$ cat config.mk
export PLATFORM = sky130hd
export DESIGN_NAME = simon_enc
export DESIGN_NICKNAME = d
export VERILOG_FILES = /design/src/rtl/simon_pkg.sv /design/src/rtl/simon_round.sv /design/src/rtl/simon_enc.sv
export SDC_FILE = /design/constraint.sdc
export NUM_CORES = 1
export LEC_CHECK = 0
export CAP_MARGIN = 0
export CORE_ASPECT_RATIO = 1.1
export CORE_MARGIN = 4
export CORE_UTILIZATION = 46
export DETAILED_ROUTE_END_ITERATION = 8
export PLACE_DENSITY = 0.78
export SLEW_MARGIN = 15
export SYNTH_ARGS = -nofsm -noshare
export SYNTH_HDL_FRONTEND = slang
export SYNTH_SLANG_ARGS = --single-unit
$ cat constraint.sdc
create_clock -name clk -period 1.6 [get_ports clk]
set_clock_uncertainty 0.1 [all_clocks]
set_input_delay 0.32 -clock clk [delete_from_list [all_inputs] [get_ports clk]]
set_output_delay 0.32 -clock clk [all_outputs]
set_load 0.1 [all_outputs]
$ cat src/rtl/simon_pkg.sv
// Shared definitions for the Simon 128/256 datapath.
//   WORD      - Simon word width (two words form one block)
//   ROUNDS    - number of encryption rounds
//   KEY_ADR_W - width of the round-key address bus
//   state_t   - control FSM state encoding
package simon_pkg;

  localparam int WORD      = 64;
  localparam int ROUNDS    = 72;
  localparam int KEY_ADR_W = 7;

  typedef enum logic [1:0] {
    IDLE = 2'd0,
    LOAD = 2'd1,
    RUN  = 2'd2,
    FIN  = 2'd3
  } state_t;

endpackage

$ cat src/rtl/simon_round.sv
// One Simon Feistel round, purely combinational.
//   x, y  - current half-blocks
//   k     - round key
//   x_new - y ^ f(x) ^ k, with f(x) = (x<<<1 & x<<<8) ^ (x<<<2)
//   y_new - x
// Kept separate so a decryptor can reuse the same round function.
module simon_round
  import simon_pkg::*;
#(
  parameter int W = WORD
) (
  input  logic [W-1:0] x,
  input  logic [W-1:0] y,
  input  logic [W-1:0] k,
  output logic [W-1:0] x_new,
  output logic [W-1:0] y_new
);

  logic [W-1:0] rot1;
  logic [W-1:0] rot2;
  logic [W-1:0] rot8;
  logic [W-1:0] f;

  // Left rotations are plain rewiring, modulo the word width.
  assign rot1 = {x[W-2:0], x[W-1]};
  assign rot2 = {x[W-3:0], x[W-1:W-2]};
  assign rot8 = {x[W-9:0], x[W-1:W-8]};

  assign f     = (rot1 & rot8) ^ rot2;
  assign x_new = y ^ f ^ k;
  assign y_new = x;

endmodule

$ cat src/rtl/simon_enc.sv
// Iterative Simon 128/256 block encryptor, one round per clock.
//   clk       - clock, all state on rising edge
//   res_n     - asynchronous active-low reset
//   start     - request to encrypt `in` (honoured only in IDLE with key_ready)
//   key_ready - external round-key store is fully populated
//   key       - round key read combinationally at key_adr
//   key_adr   - round-key address (current round in RUN, else 0)
//   in        - plaintext {x, y}
//   out       - ciphertext register {x, y}, held until the next result
//   busy      - block in flight (LOAD, RUN, FIN)
//   done      - one-cycle pulse when out has been updated
// Start-to-done latency is ROUNDS+2 edges; back-to-back period ROUNDS+3.
module simon_enc
  import simon_pkg::*;
#(
  parameter int ROUNDS = simon_pkg::ROUNDS,
  parameter int WORD   = simon_pkg::WORD
) (
  input  logic                 clk,
  input  logic                 res_n,
  input  logic                 start,
  input  logic                 key_ready,
  input  logic [WORD-1:0]      key,
  output logic [KEY_ADR_W-1:0] key_adr,
  input  logic [2*WORD-1:0]    in,
  output logic [2*WORD-1:0]    out,
  output logic                 busy,
  output logic                 done
);

  localparam logic [KEY_ADR_W-1:0] LAST_RND = KEY_ADR_W'(ROUNDS - 1);

  state_t                 state_reg;
  state_t                 state_next;
  logic [KEY_ADR_W-1:0]   rnd_reg;
  logic [WORD-1:0]        x_reg;
  logic [WORD-1:0]        y_reg;
  logic [2*WORD-1:0]      out_reg;
  logic                   done_reg;
  logic [WORD-1:0]        x_round;
  logic [WORD-1:0]        y_round;

  simon_round #(
    .W(WORD)
  ) u_round (
    .x     (x_reg),
    .y     (y_reg),
    .k     (key),
    .x_new (x_round),
    .y_new (y_round)
  );

  // Next-state logic. The 2-bit encoding is fully used, but the default
  // still steers any corrupted value back to IDLE.
  always_comb begin
    state_next = state_reg;
    case (state_reg)
      IDLE:    if (start && key_ready) state_next = LOAD;
      LOAD:    state_next = RUN;
      RUN:     if (rnd_reg == LAST_RND) state_next = FIN;
      FIN:     state_next = IDLE;
      default: state_next = IDLE;
    endcase
  end

  // Outputs decoded from the state register. key_adr is forced to 0
  // outside RUN so the key store sees a stable address while idle.
  always_comb begin
    busy    = 1'b0;
    key_adr = '0;
    if (state_reg != IDLE) busy = 1'b1;
    if (state_reg == RUN)  key_adr = rnd_reg;
  end

  always_ff @(posedge clk or negedge res_n) begin
    if (!res_n) begin
      state_reg <= IDLE;
      rnd_reg   <= '0;
      x_reg     <= '0;
      y_reg     <= '0;
      out_reg   <= '0;
      done_reg  <= 1'b0;
    end else begin
      state_reg <= state_next;
      done_reg  <= 1'b0;
      case (state_reg)
        LOAD: begin
          // The only point where the plaintext port is sampled.
          x_reg   <= in[2*WORD-1:WORD];
          y_reg   <= in[WORD-1:0];
          rnd_reg <= '0;
        end
        RUN: begin
          x_reg   <= x_round;
          y_reg   <= y_round;
          rnd_reg <= rnd_reg + 1'b1;
        end
        FIN: begin
          out_reg  <= {x_reg, y_reg};
          done_reg <= 1'b1;
        end
        default: begin
        end
      endcase
    end
  end

  assign out  = out_reg;
  assign done = done_reg;

endmodule
Yosys cells after proc, flatten, opt, wreduce, memory -nomap -nowiden:

Cells that the tools add are included.

* reduce and logical (&&, ||, !) cells: 5
* multiplexer cells: 9
* $add $sub $neg: 1
* bitwise gates (word level): 4
* equality and inequality tests: 6

Operator list (count)
* case mux 64 bit (2 select lines): 2
* XOR 64 bit: 3
* bitwise AND 64 bit: 1
* case mux 7 bit (2 select lines): 1
* case mux 2 bit (4 select lines): 1
* adder 7 x 1 -> 7 bit (second input constant): 1
* == test 7 bit (second input constant): 1
* two-way mux 7 bit: 1
* == test 2 bit (second input constant): 2
* two-way mux 2 bit: 2
* != test 2 bit (second input constant): 2
* nonzero test 2 bit: 2
* == test 2 x 1 -> 1 bit (second input constant): 1
* logical NOT 2 bit: 1
* two-way mux 1 bit: 2
* AND reduction 2 bit: 1
* logical AND 1 bit: 1

* bits in registers: 266
* logic and storage cells: 31

Longest topological paths before layout:

* word-level depth: 5
* gate-level depth with buffers: 8
* mapped depth without buffers: 5

Cells and area by module:

Synthesis repeated with hierarchy kept, for this count alone.

* cells, all modules: 1143
* area, all modules: 13828.3 sq um

Modules (own cells, without submodules)
* simon_enc: times used 1, cells each 887, area each 11105.7 sq um
* simon_round: times used 1, cells each 256, area each 2722.6 sq um

Worst setup path before layout:

OpenSTA, ideal clock, no wires.

* path type: register to output
* start: register state_reg[0]
* end: output port key_adr[0]
* data required time: 1180 ps
* cell stages (with the launch flop): 7
* arrival: 2255 ps
* path slack: -1075 ps
* cell sequence: dfrtp_1 > inv_1 > ha_1 > buf_2 > inv_1 > clkbuf_1 > nor2_1

* cells in the longest elaborated chain, start to end: 2

Ends and longest elaborated chain
* start, declared: RTL line simon_enc.sv:33 `state_t state_reg;`
* start signal, assigned: RTL line simon_enc.sv:84 `state_reg <= state_next;`
* == test 2 bit: RTL line simon_enc.sv:72 `if (state_reg == RUN) key_adr = rnd_reg;`
* two-way mux 7 bit: RTL line simon_enc.sv:72
* end, declared: RTL line simon_enc.sv:24 `output logic [KEY_ADR_W-1:0] key_adr,`

No other way between the ends.

Worst setup path in the final report:

* start: register state_reg[1]
* end: output port key_adr[6]

The elaborated chain is that of the path after synthesis.

==> impl_metrics.json <==
{
  "run_status": "finished, violations left",
  "failed_checks": "negative setup slack",
  "syn_nets": 1485,
  "stdcell_count": 2090,
  "synth_cells": 1284,
  "grt_pass1_vias": 13400,
  "reg2reg_to": "rnd_reg[2]",
  "die_y_um": 192,
  "slew_violations": 0,
  "critPathRequiredTime_ps": 1180,
  "crit_type": "register to output port",
  "hold_path.class": "primary input to asynchronous set/reset pin",
  "num_vias": 13100,
  "synth_warnings": 0,
  "core_area_mm2": 0.0299,
  "cts_made_buffers": 28,
  "worstMarginPinSlew_ps": 461,
  "seq_area_frac_synth_pct": 47.2,
  "power.total_w": 0.0281,
  "cts.sink_count": 266,
  "min_period_over_period_pct": 133,
  "yosys.area_share.simple_pct": 15.1,
  "grt_max_degree": 63,
  "setup_ws_ps": -535,
  "synth-xor-area-share_pct": 4.04,
  "grtUsageMet1_pct": 38.2,
  "cp-start-kind": "register",
  "synth_area_leaders": "dfrtp_1, mux2_2, nand3b_1",
  "gp_congestion": 0.860,
  "grt.met2_usage_pct": 50.6,
  "root_buffer": "clkbuf_16",
  "post_drt_wl_per_cell_um": 26.6,
  "grt_use_met3_pct": 7.18,
  "r2r_start": "state_reg[0]",
  "syn_to_final_growth_pct": 66.4,
  "grt_overflow": 0,
  "largest_register_ffs": 128,
  "rows": 66,
  "dpl_worst_slack_ps": -109,
  "cp_max_fo": 10,
  "synth_compound_area_share_pct": 13.7,
  "ios": 333,
  "nets": 1866,
  "r2r_slack_ps": -410,
  "drt_iter0_drc": 1277,
  "grtUsageTotal_pct": 30.3,
  "place_inst": 1940,
  "place_area_mm2": 0.0194,
  "clkSlewWorstSetupHoldPaths_ps": 70,
  "leakage_nw": 10.3,
  "htreeDepth": 1,
  "critPathCaptureType": "output port",
  "power_density_mw_per_mm2": 1200,
  "ys_ff_latch": 266,
  "die_w_um": 175,
  "io_buffer_count": 332,
  "relSlewSlack_pct": 69.3,
  "place_hpwl_um": 31200,
  "wl_um": 55600,
  "synth.area.mux_share_pct": 15.0,
  "rsz0062_at_grt": "true",
  "synth_top_area_share_pct": 47.2,
  "layout-drive-gt1-share_pct": 41.3,
  "drv_cap": 0,
  "antenna_found_initial": 0,
  "grt.busiest_layer": "met2",
  "syn_area_per_cell_um2": 11.0,
  "post-route-util_pct": 78.4,
  "finalHoldViolations": 0,
  "ir_worst_vdd_v": 0.000815,
  "floorplan.die_area_mm2": 0.0335,
  "synthAdderAreaFrac_pct": 0.444,
  "ys_types": 33,
  "synth_top_family_by_area": "simple AND/OR/NAND/NOR gates",
  "fmax_mhz": 468,
  "grt_pass1_wl_um": 79600,
  "setup_viol": 271,
  "antenna_cells": 0,
  "clockBufferDepth": 3,
  "syn_area_mm2": 0.0141,
  "period_minus_slack_ps": 2140,
  "yosysTopAreaCell": "dfrtp_1",
  "fin_area_mm2": 0.0235,
  "arrival_ps": 1720,
  "ant_nets": 0,
  "first_pass_iters": 6,
  "initial_utilization_pct": 47.1,
  "drc": 0,
  "worstSkewPairLatency_ps": 550,
  "reg2regPathDepth": 9,
  "cts_tree": "done",
  "via_per_inst": 6.26
}
==> metal layers <==
metal	share of wire, %	vias to the layer above
met5	0	-
met4	4.9	0
met3	9.3	206
met2	48	832
met1	37	6586
li1	-	5461
==> cell type report <==
type	instances	area [um2]
clock buffer	39	813
clock inverter	8	169
fill	1704	6440
inverter	6	37.5
multi-input combinational	876	7840
sequential	266	6660
tap	408	510
timing repair buffer	487	7420
==> cell families (layout without fill, tap and decap cells) <==
logic type               Yosys count  count (layout)
AND/OR/NAND/NOR                  343             344
AO/OA/AOI/OAI                    267             267
flip-flops                       266             266
multiplexers                     195             195
buffers and inverters            143             540
XOR/XNOR                          65              65
adder cells (fa/ha/maj)            5               5
==> metrics by stage <==
stage / TNS, ps / hold WS, ps
6_report: -50280 / 127
5_1_grt: -63070 / 131
4_1_cts: -33040 / 110
3_5_place_dp: -3640 / 97.9
3_3_place_gp: -422 / 96.8
2_1_floorplan: -6150 / -75.6
==> how the worst max path moves through the flow <==
stage                       startpoint            to  slack (ps)
final                     state_reg[1]    key_adr[6]        -540
after global routing      state_reg[1]    key_adr[6]        -580
after CTS                 state_reg[1]    key_adr[6]        -550
after detailed placement     key_ready  state_reg[1]        -110
after global placement       key_ready  state_reg[1]         -30
after floorplan           state_reg[0]    key_adr[0]        -150
==> report_power, final <==
group,internal (W),switching (W)
registers,0.00842,0.00382
clock network,0.00432,0.00276
logic,0.00508,0.00376
total,0.0178,0.0103
==> cell usage after synthesis (all sizes together) <==
cell	n
a21bo	64
nor2b	64
mux2i	67
nand3b	128
clkbuf	93
a21oi	65
and2	7
ha	5
nor2	67
mux2	128
nand4	65
a211oi	65
nand2	5
buf	44
o21ai	3
or4b	1
o2bb2ai	1
a31oi	64
a22o	2
nand3	3
o32a	1
dfrtp	266
or3	1
inv	6
xor2	65
and2b	1
or4	1
a21boi	2
==> placed cells by master, fill, tap and decap left out, types with 16 or more instances in the layout <==
cell type / Yosys / routed
dfrtp_1: 266 / 264
a31oi_1: 64 / 46
clkbuf_16: 0 / 34
mux2i_1: 67 / 60
a211oi_1: 64 / 25
nor2_4: 0 / 26
a21oi_2: 0 / 24
nand3b_1: 128 / 128
nand4_1: 65 / 65
buf_6: 0 / 26
nor2_1: 67 / 25
nor2b_1: 64 / 53
clkdlybuf4s50_1: 0 / 194
a31oi_4: 0 / 17
mux2_2: 128 / 123
a21bo_2: 64 / 64
nor2_2: 0 / 16
a211oi_2: 1 / 40
buf_4: 0 / 36
xor2_1: 65 / 65
buf_16: 0 / 39
buf_12: 0 / 173
a21oi_1: 65 / 37
==> critical path: stages (launching register included) <==
cell and delay, ps:
dfrtp_1 390, buf_6 130, ha_4 170, buf_12 140, and2_4 160, buf_12 160
==> timing repair <==
item,4_1_cts,5_1_grt
hold buffers,1,0
pin swaps,64,26
setup endpoints to repair,138,205
setup buffers,42,21
endpoints found under the hold margin,266,0
resized for setup,171,150
gates cloned,40,5
Power figures use the tool's default switching activity.
